==> config.mk <==
export PLATFORM = sky130hd
export DESIGN_NAME = monitor_event_arbiter
export DESIGN_NICKNAME = d
export VERILOG_FILES = /design/src/rtl/monitor_event_arbiter.sv
export SDC_FILE = /design/constraint.sdc
export NUM_CORES = 1
export LEC_CHECK = 0
export ABC_CLOCK_PERIOD_IN_PS = 7800
export CAP_MARGIN = 20
export CORE_ASPECT_RATIO = 1.2
export CORE_MARGIN = 3
export CORE_UTILIZATION = 35
export DETAILED_ROUTE_END_ITERATION = 6
export GPL_TIMING_DRIVEN = 0
export PLACE_DENSITY = 0.63
export RECOVER_POWER = 50
export SLEW_MARGIN = 20
export SYNTH_ARGS = -nofsm -noshare
export SYNTH_HDL_FRONTEND = slang
export SYNTH_SLANG_ARGS = --single-unit
==> constraint.sdc <==
create_clock -name clk -period 7.8 [get_ports clk]
set_input_delay 0.78 -clock clk [delete_from_list [all_inputs] [get_ports clk]]
set_output_delay 0.78 -clock clk [all_outputs]
set_load 0.02 [all_outputs]
==> src/rtl/monitor_event_arbiter.sv <==
// Round-robin arbiter that serialises device connect/disconnect events into a
// single change/on_off pulse stream, keeping a saturating shadow of the count.
module monitor_event_arbiter #(
    parameter int N_REQ = 4,
    parameter int CNT_W = 8
) (
    input  logic             clk,
    input  logic             rst,
    input  logic             en,
    input  logic [N_REQ-1:0] req,
    input  logic [N_REQ-1:0] req_on,
    output logic [N_REQ-1:0] ack,
    output logic             nack,
    output logic             change,
    output logic             on_off,
    output logic             busy,
    output logic [CNT_W-1:0] shadow_cnt
);

    localparam int PTR_W = $clog2(N_REQ);
    localparam logic [CNT_W-1:0] CNT_MAX = '1;

    typedef enum logic {
        IDLE,
        ISSUE
    } state_e;

    state_e             state_q, state_d;
    logic [PTR_W-1:0]   ptr_q, ptr_d;
    logic [CNT_W-1:0]   cnt_q, cnt_d;
    logic [N_REQ-1:0]   ack_q, ack_d;
    logic               nack_q, nack_d;
    logic               change_q, change_d;
    logic               on_off_q, on_off_d;

    logic               found;
    logic [PTR_W-1:0]   grant_idx;
    logic [PTR_W-1:0]   ptr_next;

    // Round-robin search: first asserted request at or after ptr, wrapping.
    always_comb begin : search
        int             idx;
        logic [PTR_W-1:0] idx_p;
        found     = 1'b0;
        grant_idx = '0;
        idx       = 0;
        idx_p     = '0;
        for (int i = 0; i < N_REQ; i++) begin
            idx = int'(ptr_q) + i;
            if (idx >= N_REQ) begin
                idx = idx - N_REQ;
            end
            idx_p = PTR_W'(idx);
            if (!found && req[idx_p]) begin
                found     = 1'b1;
                grant_idx = idx_p;
            end
        end
    end

    assign ptr_next = (grant_idx == PTR_W'(N_REQ - 1)) ? '0 : grant_idx + PTR_W'(1);

    // NOTE: every signal gets a default before the case so no path can infer a latch.
    always_comb begin
        state_d  = state_q;
        ptr_d    = ptr_q;
        cnt_d    = cnt_q;
        ack_d    = '0;
        nack_d   = 1'b0;
        change_d = 1'b0;
        on_off_d = on_off_q;

        case (state_q)
            IDLE: begin
                if (en && found) begin
                    state_d          = ISSUE;
                    ptr_d            = ptr_next;
                    ack_d[grant_idx] = 1'b1;
                    // The event is resolved at the grant edge so ISSUE shows the result.
                    if (req_on[grant_idx]) begin
                        if (cnt_q != CNT_MAX) begin
                            cnt_d    = cnt_q + CNT_W'(1);
                            change_d = 1'b1;
                            on_off_d = 1'b1;
                        end else begin
                            nack_d = 1'b1;
                        end
                    end else begin
                        if (cnt_q != '0) begin
                            cnt_d    = cnt_q - CNT_W'(1);
                            change_d = 1'b1;
                            on_off_d = 1'b0;
                        end else begin
                            nack_d = 1'b1;
                        end
                    end
                end
            end
            ISSUE: begin
                state_d = IDLE;
            end
        endcase
    end

    // NOTE: sequential state uses non-blocking assignments so all registers update together.
    always_ff @(posedge clk) begin
        if (!rst) begin
            state_q  <= IDLE;
            ptr_q    <= '0;
            cnt_q    <= '0;
            ack_q    <= '0;
            nack_q   <= 1'b0;
            change_q <= 1'b0;
            on_off_q <= 1'b0;
        end else begin
            state_q  <= state_d;
            ptr_q    <= ptr_d;
            cnt_q    <= cnt_d;
            ack_q    <= ack_d;
            nack_q   <= nack_d;
            change_q <= change_d;
            on_off_q <= on_off_d;
        end
    end

    assign ack        = ack_q;
    assign nack       = nack_q;
    assign change     = change_q;
    assign on_off     = on_off_q;
    assign busy       = (state_q == ISSUE);
    assign shadow_cnt = cnt_q;

endmodule

==> flow_summary.ini, run 1 <==
[outcome]
run_status = finished, final reports clean

[setup_path]
cells_along_the_critical_path = clkdlybuf4s50_1 -> nor2b_1 -> a211o_2 -> nand3_1 -> and3_1 -> buf_6 -> nor2_1 -> xnor2_1 -> ha_1 -> nand3_1 -> or3_2 -> a22oi_2 -> mux2i_1
worst_ep_arrival_time_ps = 3710
crit_path_top_delay_cell = sky130_fd_sc_hd__clkdlybuf4s50_1
worst_path_largest_cell_delay_ps = 510
endpoint_kind = flop
crit_top_cell = sky130_fd_sc_hd__nand3_1
critical_path_required_ps = 8020
cp-start-kind = input pin
timing.critical_path.fanout_max = 10
worst-setup-path-type = input pin to flop

[sta]
setup_repair_after_global_routing_missed_its_margin = false
number_of_max_slew_violations_in_the_final_report = 0
setup_viol_count_final = 0
period_minus_slack_ps = 3490
top_achievable_clock_speed_mhz = 287
finalCritPeriodShare_pct = 44.7
timing.max_slew.rel_slack_pct = 75.1
timing.setup.tns_ps = 0
report.final.hold_viol_count = 0
finClkSkew_ps = 7.06
worst_pin_slew_ps = 374

[yosys]
netlist.area_leader.share_pct = 31.9
synth-async-reset-ratio_pct = 0
ys_seq_area_share_pct = 31.9
synthesis.instances = 138
synth_common_cells = 18 x sky130_fd_sc_hd__dfxtp_1, 10 x sky130_fd_sc_hd__nand3_1, 10 x sky130_fd_sc_hd__nor2_1, 10 x sky130_fd_sc_hd__o21ai_0, 9 x sky130_fd_sc_hd__nand2_1
ys.flop_type = sky130_fd_sc_hd__dfxtp_1
synth.yosys.warnings = 0
synthMostInstantiatedCell = sky130_fd_sc_hd__dfxtp_1
synth_seq_cells = 18
syn_avg_cell_area_um2 = 8.20
mappedNetlistArea_um2 = 1130
synth_edf_count = 0
yosys.cell_types.count = 37
net_count_after_synthesis = 154
synth.area.top_cells = sky130_fd_sc_hd__dfxtp_1 32%, sky130_fd_sc_hd__mux2i_1 7.1%, sky130_fd_sc_hd__ha_1 5.5%
synth_top_cell_by_area = sky130_fd_sc_hd__dfxtp_1

[drt]
wl_um = 2650
post-route-drc-count = 0
final_antenna_violating_net_count = 0
detail_route.iter0.violations = 29
dr_total_vias = 1115
wire_per_inst_um = 13.2
avgViaCountPerCell = 5.55
detail_route.first_pass.iterations = 4

[global_route]
globalRoute.totalOverflow = 0
grt_pass1_wl_um = 4620
maximum_number_of_pins_on_one_net_before_global_route_repair = 11
grt_antenna_before_repair = 0
vias_in_the_first_global_route = 1135
gr-usage-all-layers_pct = 15.0

[placement]
buffer_ports.inserted = 26
place.detailed.hpwl_um = 2080
count_of_placed_standard_cells_including_taps = 198
place_area_um2 = 1430
finalWeightedCongestion = 0.808

[cells_and_area]
post_route_cells_drive_above_1_share_pct = 10.2
multi_input_combinational_cell_area_um2 = 716
fillCellCount = 302
fin_cells = 201
finish.net_count = 185
seq_area_um2 = 360
post-route-util_pct = 49.5
design_area_um2 = 1460
num_antenna_cells = 0
synthToLayoutAreaGrowth_pct = 28.8

[cts]
cts_resized = 0
cts_hold_repair.buffers = 0
cts_made_buffers = 3
post_cts_buffers = 0
htreeDepth = 1
clock_sink_count = 18
tritoncts = built
root_buf_cell = sky130_fd_sc_hd__clkbuf_4
clock_insertion_delay_worst_skew_ps = 290
path_clk_slew_ps = 100
max_root_sink_buffers = 2

[floorplan]
num_rows = 21
top_level_ports = 27
die_w_um = 57.9
die_height_um = 68.3
floorplan.die_area_um2 = 3950
placeableCoreArea_um2 = 2940
start_util_pct = 38.4

[power_and_ir_drop]
power-per-cell-area_nw_per_um2 = 214
p_leak_nw = 0.591
irDropWorstVdd_v = 0.000116

[run]
maxCapViolCount = 0

[hold_path]
timing.hold.worst.class = flop to flop
## routing by layer
| layer | share of wire [%] | track usage, % | vias up |
|---|---|---|---|
| met5 | 0 | 0 | - |
| met4 | 3.0 | 9.57 | 0 |
| met3 | 6.0 | 1.89 | 12 |
| met2 | 46 | 27.1 | 46 |
| met1 | 45 | 16.4 | 498 |
| li1 | - | - | 559 |
## through the flow
step	hold WS [ps]	setup WS (ps)	total power [mW]
final	457	4310	0.312
after global routing	503	4130	0.337
after CTS	465	4320	0.319
after detailed placement	450	4010	0.272
after global placement	445	4110	0.268
after floorplan	533	4780	0.221
## path summary, 6_finish.rpt
kind | from | endpoint | depth (start not counted) | slack, ps
worst max-delay path | req[2] | shadow_cnt[4]$_SDFFE_PN0P_ | 13 | 4310
worst min-delay path | on_off$_SDFFE_PN0P_ | on_off$_SDFFE_PN0P_ | 2 | 460
worst max register to register | ptr_q[1]$_SDFFE_PN0P_ | shadow_cnt[4]$_SDFFE_PN0P_ | 12 | 4840
worst min register to register | on_off$_SDFFE_PN0P_ | on_off$_SDFFE_PN0P_ | 2 | 460
## worst max-delay path, delay by kind of cell
kind	cells	cell delay (ps)
AO/OA/AOI/OAI	2	340
XOR/XNOR	1	150
buffers and inverters	2	650
adder cells (fa/ha/maj)	1	220
AND/OR/NAND/NOR	6	1350
multiplexers	1	190
## cell usage in the layout, fill, tap and decap left out, types with 7 or more instances in the layout
| cell | Yosys | routed |
|---|---|---|
| sky130_fd_sc_hd__nand3_1 | 10 | 10 |
| sky130_fd_sc_hd__clkdlybuf4s50_1 | 0 | 11 |
| sky130_fd_sc_hd__nand2b_1 | 7 | 7 |
| sky130_fd_sc_hd__o21ai_0 | 10 | 10 |
| sky130_fd_sc_hd__nor2_1 | 10 | 10 |
| sky130_fd_sc_hd__a21oi_1 | 8 | 8 |
| sky130_fd_sc_hd__dfxtp_1 | 18 | 18 |
| sky130_fd_sc_hd__nand2_1 | 9 | 9 |
| sky130_fd_sc_hd__mux2i_1 | 8 | 8 |
| sky130_fd_sc_hd__dlygate4sd3_1 | 0 | 15 |
## registers in the layout, indices dropped and copies added, names as in the netlist
register	cells
shadow_cnt	8
ack	4
ptr_q	2
busy	1
change	1
nack	1
on_off	1
## power by group
group	switching [mW]	total (mW)	internal, mW
clock	0.0281	0.0461	0.0179
combinational	0.0763	0.143	0.0666
sequential	0.0183	0.123	0.105
## cell type report
class	count	share of cell area, %
flip-flops and latches	18	24.7
repair buffers	26	17.9
well taps	34	2.92
multi-input cells	110	49.1
plain buffers	6	2.75
clock buffers	3	1.55
inverters	4	1.03
## kinds of logic after synthesis
family                   Yosys count  synth area share [%]
buffers and inverters             10                  4.87
multiplexers                       8                  7.08
AND/OR/NAND/NOR                   62                  29.9
flip-flops                        18                  31.9
adder cells (fa/ha/maj)            5                  5.53
XOR/XNOR                           1                 0.774
AO/OA/AOI/OAI                     34                  20.0
Power figures use the tool's default switching activity.
==> inputs of run 2 (changes only) <==
- ABC_CLOCK_PERIOD_IN_PS: 7800 -> 3150
- PLACE_DENSITY: 0.63 -> 0.65
- clock period: 7.8 -> 3.15 ns (I/O delays scaled with it)
==> flow_summary.ini, run 2 (synthesis results as in run 1) <==
[setup_path]
cp-start-kind = input pin
ff2ff_path_depth = 12
crit_top_cell = sky130_fd_sc_hd__inv_1
endpoint_kind = flop
worst_path_largest_cell_delay_ps = 540
worst-setup-path-type = input pin to flop
worst_ep_arrival_time_ps = 3190
r2r_end = shadow_cnt[4]$_SDFFE_PN0P_
worstPathBufferInverterCount = 4
regToRegSetupSlack_ps = 240
cells_along_the_critical_path = clkdlybuf4s50_1 -> inv_1 -> a21oi_1 -> o221a_2 -> inv_1 -> and3_4 -> buf_6 -> nor2_2 -> xnor2_1 -> ha_1 -> nand3_1 -> or3_2 -> a22oi_2 -> mux2i_1
critical_path_required_ps = 3370
worst_r2r_startpoint = ptr_q[1]$_SDFFE_PN0P_
timing.critical_path.fanout_max = 10
timing.critical_path.max_delay_family = simple AND/OR/NAND/NOR gates
crit_path_top_delay_cell = sky130_fd_sc_hd__clkdlybuf4s50_1

[drt]
detail_route.iter0.violations = 30
detail_route.first_pass.iterations = 4
wl_um = 2530
avgViaCountPerCell = 5.49
wire_per_inst_um = 12.6
post-route-drc-count = 0
dr_total_vias = 1103
final_antenna_violating_net_count = 0

[cells_and_area]
post_route_cells_drive_above_1_share_pct = 11.4
layout.cells.most_common_list = 18 x sky130_fd_sc_hd__dfxtp_1, 16 x sky130_fd_sc_hd__dlygate4sd3_1, 10 x sky130_fd_sc_hd__nand3_1, 10 x sky130_fd_sc_hd__o21ai_0, 10 x sky130_fd_sc_hd__clkdlybuf4s50_1
fillCellCount = 306
num_antenna_cells = 0
synthToLayoutAreaGrowth_pct = 29.5
layout_commonest_cell = sky130_fd_sc_hd__dfxtp_1
seq_area_um2 = 360
number_of_flip_flops_under_the_largest_register_name = 8
fin_cells = 201
multi_input_combinational_cell_area_um2 = 724
finish.net_count = 185

[sta]
timing.hold.ws_ps = 462
top_achievable_clock_speed_mhz = 337
report.final.hold_viol_count = 0
timing.max_slew.rel_slack_pct = 74.8
finClkSkew_ps = 2.02
setup_viol_count_final = 0
setup_repair_after_global_routing_missed_its_margin = false
worst_pin_slew_ps = 378
finalCritPeriodShare_pct = 94.2
period_minus_slack_ps = 2970
number_of_max_slew_violations_in_the_final_report = 0

[cts]
root_buf_cell = sky130_fd_sc_hd__clkbuf_4
clock_insertion_delay_worst_skew_ps = 280
cts_made_buffers = 3
path_clk_slew_ps = 100
max_root_sink_buffers = 2
cts_hold_repair.buffers = 0
htreeDepth = 1
tritoncts = built
clock_sink_count = 18

[floorplan]
placeableCoreArea_um2 = 2940
top_level_ports = 27
num_rows = 21
die_height_um = 68.3
die_w_um = 57.9
start_util_pct = 38.4
floorplan.die_area_um2 = 3950

[hold_path]
timing.hold.worst.class = flop to flop
hold_path_depth = 2
holdCritStartpoint = on_off$_SDFFE_PN0P_
hold_ep = on_off$_SDFFE_PN0P_

[placement]
count_of_placed_standard_cells_including_taps = 198
finalWeightedCongestion = 0.940
place.detailed.hpwl_um = 2040
buffer_ports.inserted = 26

[global_route]
gr-usage-all-layers_pct = 14.1
grt_antenna_before_repair = 0
vias_in_the_first_global_route = 1041
grt_pass1_wl_um = 4370
maximum_number_of_pins_on_one_net_before_global_route_repair = 11
gr-usage-met1_pct = 15.6
grt_util_met2_pct = 26.8
globalRoute.totalOverflow = 0
highest_utilization_routing_layer_at_the_global_route_stage = met2
gr-usage-met3_pct = 2.26

[power_and_ir_drop]
report.power.total_mw = 0.768
irDropWorstVdd_v = 0.000262
power-per-cell-area_nw_per_um2 = 524
p_leak_nw = 0.596

[run]
maxCapViolCount = 0

[outcome]
run_status = finished, final reports clean
## run 2: changes by cell type in the layout (fill, tap and decap cells not counted)
cell / delta
sky130_fd_sc_hd__nor2_1: -1
sky130_fd_sc_hd__nor4_1: -1
sky130_fd_sc_hd__nor2_2: +1
sky130_fd_sc_hd__clkdlybuf4s50_1: -1
sky130_fd_sc_hd__nor4_2: +1
sky130_fd_sc_hd__dlygate4sd3_1: +1
## run 2: area by class of cell
type                    count  share of cell area (%)
clock buffers               3                    1.54
well taps                  34                    2.90
flip-flops and latches     18                    24.6
multi-input cells         110                    49.4
repair buffers             26                    17.8
inverters                   4                    1.02
plain buffers               6                    2.73
## run 2: per-layer routing
| layer | share of wire (%) | wire [um] |
|---|---|---|
| met2 | 51 | 1290 |
| met3 | 5.4 | 137 |
| met5 | 0 | 0 |
| met4 | 0.99 | 25 |
| met1 | 43 | 1080 |
## run 2: per-stage QoR
stage / setup TNS (ps) / worst slack [ps] / area, um2 / utilization (%)
final: 0 / 182 / 1470 / 49.8
after global routing: 0 / 5.57 / 1470 / 49.8
after CTS: 0 / 129 / 1460 / 49.5
after detailed placement: -343 / -176 / 1430 / 48.7
after global placement: -174 / -91.0 / 1430 / 48.7
after floorplan: 0 / 487 / 1130 / -
## run 2: how the worst max path moves through the flow
stage | slack, ps | start | depth (start not counted) | to
6_report | 180 | req[1] | 14 | shadow_cnt[4]$_SDFFE_PN0P_
5_1_grt | 6 | req[1] | 14 | shadow_cnt[4]$_SDFFE_PN0P_
2_1_floorplan | 490 | ptr_q[1]$_SDFFE_PN0P_ | 12 | shadow_cnt[4]$_SDFFE_PN0P_
3_3_place_gp | -90 | req[0] | 13 | shadow_cnt[6]$_SDFFE_PN0P_
4_1_cts | 130 | req[1] | 14 | shadow_cnt[4]$_SDFFE_PN0P_
3_5_place_dp | -180 | req[1] | 14 | shadow_cnt[4]$_SDFFE_PN0P_
## run 2: worst reg2reg max path, cell delays in order, from the launching register on
cell	delay (ps)
sky130_fd_sc_hd__dfxtp_1	450
sky130_fd_sc_hd__mux2i_1	270
sky130_fd_sc_hd__o221a_2	270
sky130_fd_sc_hd__inv_1	100
sky130_fd_sc_hd__and3_4	160
sky130_fd_sc_hd__buf_6	130
sky130_fd_sc_hd__nor2_2	180
sky130_fd_sc_hd__xnor2_1	140
sky130_fd_sc_hd__ha_1	250
sky130_fd_sc_hd__nand3_1	110
sky130_fd_sc_hd__or3_2	430
sky130_fd_sc_hd__a22oi_2	150
sky130_fd_sc_hd__mux2i_1	190
## run 2: repair_timing
item                                    4_1_cts  5_1_grt
setup buffers                                 0        0
gates resized for setup                       0        2
endpoints found under the setup margin        0        2
## run 2: power breakdown
| group | internal, mW | switching [mW] | total (mW) |
|---|---|---|---|
| Clock | 0.0444 | 0.0662 | 0.111 |
| Sequential | 0.260 | 0.0435 | 0.304 |
| Combinational | 0.168 | 0.186 | 0.353 |
==> inputs of run 3 (changes only) <==
- CORE_ASPECT_RATIO: 1.2 -> unset
- GPL_TIMING_DRIVEN: 0 -> unset
==> flow_summary.ini, run 3 (synthesis results as in run 1) <==
[cts]
cts_hold_repair.buffers = 0
htreeDepth = 1
path_clk_slew_ps = 100
cts_resized = 0
post_cts_buffers = 0
clock_sink_count = 18
clock_insertion_delay_worst_skew_ps = 290
max_root_sink_buffers = 2
tritoncts = built
root_buf_cell = sky130_fd_sc_hd__clkbuf_4
cts_made_buffers = 3

[setup_path]
r2r_end = shadow_cnt[6]$_SDFFE_PN0P_
endpoint_kind = flop
worst_ep_arrival_time_ps = 3040
regToRegSetupSlack_ps = 380
ff2ff_path_depth = 11
worst-setup-path-type = input pin to flop
worst_r2r_startpoint = ptr_q[1]$_SDFFE_PN0P_
critical_path_required_ps = 3370
timing.critical_path.fanout_max = 11
cp-start-kind = input pin

[floorplan]
top_level_ports = 27
die_height_um = 62.8
die_w_um = 62.8
start_util_pct = 36.7
floorplan.die_area_um2 = 3950
num_rows = 20
placeableCoreArea_um2 = 3080

[drt]
post-route-drc-count = 0
detail_route.iter0.violations = 66
wire_per_inst_um = 12.5
avgViaCountPerCell = 5.24
final_antenna_violating_net_count = 0
wl_um = 2610
detail_route.first_pass.iterations = 4
dr_total_vias = 1096

[placement]
dp_worst_setup_slack_ps = 32.0
finalWeightedCongestion = 0.818
place.detailed.hpwl_um = 2060
buffer_ports.inserted = 26

[power_and_ir_drop]
power-per-cell-area_nw_per_um2 = 546
irDropWorstVdd_v = 0.000176
report.power.total_mw = 0.799
p_leak_nw = 0.586

[hold_path]
hold_path_depth = 2
holdCritStartpoint = on_off$_SDFFE_PN0P_
hold_ep = on_off$_SDFFE_PN0P_
timing.hold.worst.class = flop to flop

[cells_and_area]
num_antenna_cells = 0
finish.net_count = 182
layout.cells.most_common_list = 18 x sky130_fd_sc_hd__dfxtp_1, 13 x sky130_fd_sc_hd__clkdlybuf4s50_1, 13 x sky130_fd_sc_hd__dlygate4sd3_1
layout_commonest_cell = sky130_fd_sc_hd__dfxtp_1
number_of_flip_flops_under_the_largest_register_name = 8
synthToLayoutAreaGrowth_pct = 29.5
post_route_cells_drive_above_1_share_pct = 10.3

[global_route]
highest_utilization_routing_layer_at_the_global_route_stage = met2
vias_in_the_first_global_route = 1065
globalRoute.totalOverflow = 0
grt_pass1_wl_um = 4290
gr-usage-met3_pct = 3.06
grt_util_met2_pct = 22.6
gr-usage-met1_pct = 15.1
gr-usage-all-layers_pct = 13.4
grt_antenna_before_repair = 0
maximum_number_of_pins_on_one_net_before_global_route_repair = 17

[sta]
number_of_max_slew_violations_in_the_final_report = 0
setup_viol_count_final = 0
timing.max_slew.rel_slack_pct = 66.2
setup_repair_after_global_routing_missed_its_margin = false
top_achievable_clock_speed_mhz = 355
report.final.hold_viol_count = 0
finalCritPeriodShare_pct = 89.5
postLayoutSetupSlackWorst_ps = 330
finClkSkew_ps = 3.56
timing.setup.tns_ps = 0
worst_pin_slew_ps = 506
period_minus_slack_ps = 2820

[outcome]
run_status = finished, final reports clean

[run]
maxCapViolCount = 0
run 3: cell count changes in the layout (fill, tap and decap cells not counted):
cell / previous run / this run
sky130_fd_sc_hd__nor2_1: 9 / 10
sky130_fd_sc_hd__dlygate4sd3_1: 16 / 13
sky130_fd_sc_hd__buf_2: 2 / 0
sky130_fd_sc_hd__clkbuf_8: 0 / 1
sky130_fd_sc_hd__clkdlybuf4s50_1: 10 / 13
sky130_fd_sc_hd__nor2_2: 1 / 0
sky130_fd_sc_hd__nor4_1: 0 / 1
sky130_fd_sc_hd__buf_6: 2 / 0
sky130_fd_sc_hd__clkbuf_1: 2 / 0
sky130_fd_sc_hd__nor4_2: 1 / 0
sky130_fd_sc_hd__buf_4: 0 / 3
run 3: worst max-delay path by stage:
stage | startpoint | to | slack (ps) | depth (start not counted)
floorplan | ptr_q[1]$_SDFFE_PN0P_ | shadow_cnt[4]$_SDFFE_PN0P_ | 490 | 12
CTS | req[0] | shadow_cnt[6]$_SDFFE_PN0P_ | 330 | 12
global placement | req[0] | shadow_cnt[4]$_SDFFE_PN0P_ | 150 | 12
finish | req[0] | shadow_cnt[6]$_SDFFE_PN0P_ | 330 | 12
detailed placement | req[2] | shadow_cnt[6]$_SDFFE_PN0P_ | 30 | 13
global route | ptr_q[1]$_SDFFE_PN0P_ | shadow_cnt[6]$_SDFFE_PN0P_ | 170 | 11
run 3: critical path, stage by stage:
cell and delay [ps]:
sky130_fd_sc_hd__clkdlybuf4s50_1 540, sky130_fd_sc_hd__nand2_2 110, sky130_fd_sc_hd__a211oi_2 290, sky130_fd_sc_hd__o21ai_1 130, sky130_fd_sc_hd__and3_4 230, sky130_fd_sc_hd__nor2_1 180
sky130_fd_sc_hd__xnor2_1 140, sky130_fd_sc_hd__ha_1 220, sky130_fd_sc_hd__nand3_1 120, sky130_fd_sc_hd__or4_4 430, sky130_fd_sc_hd__a22oi_2 150, sky130_fd_sc_hd__mux2i_1 200
run 3: metrics by stage:
stage	area (um2)	cells	utilization, %	hold WS, ps
floorplan	1130	138	-	471
global placement	1430	205	46.4	443
detailed placement	1430	205	46.4	461
CTS	1470	209	47.6	475
global route	1470	209	47.6	496
finish	1470	209	47.6	469
run 3: per-layer routing:
metal  up-vias  routed length (um)
li1        553                   -
met1       492                1100
met2        44                1250
met3         7                 205
met4         0                  58
met5         -                   0
run 3: cell type report:
type	count	area, um2
Fill cell	320	1610
Sequential cell	18	360
Tap cell	44	55.1
Multi-Input combinational cell	110	716
Inverter	4	15.0
Clock buffer	4	36.3
Timing Repair Buffer	29	283
run 3: where the power goes:
part / switching, mW / internal [mW] / total, mW
registers: 0.0462 / 0.260 / 0.306
clock network: 0.0696 / 0.0704 / 0.140
logic: 0.188 / 0.165 / 0.353
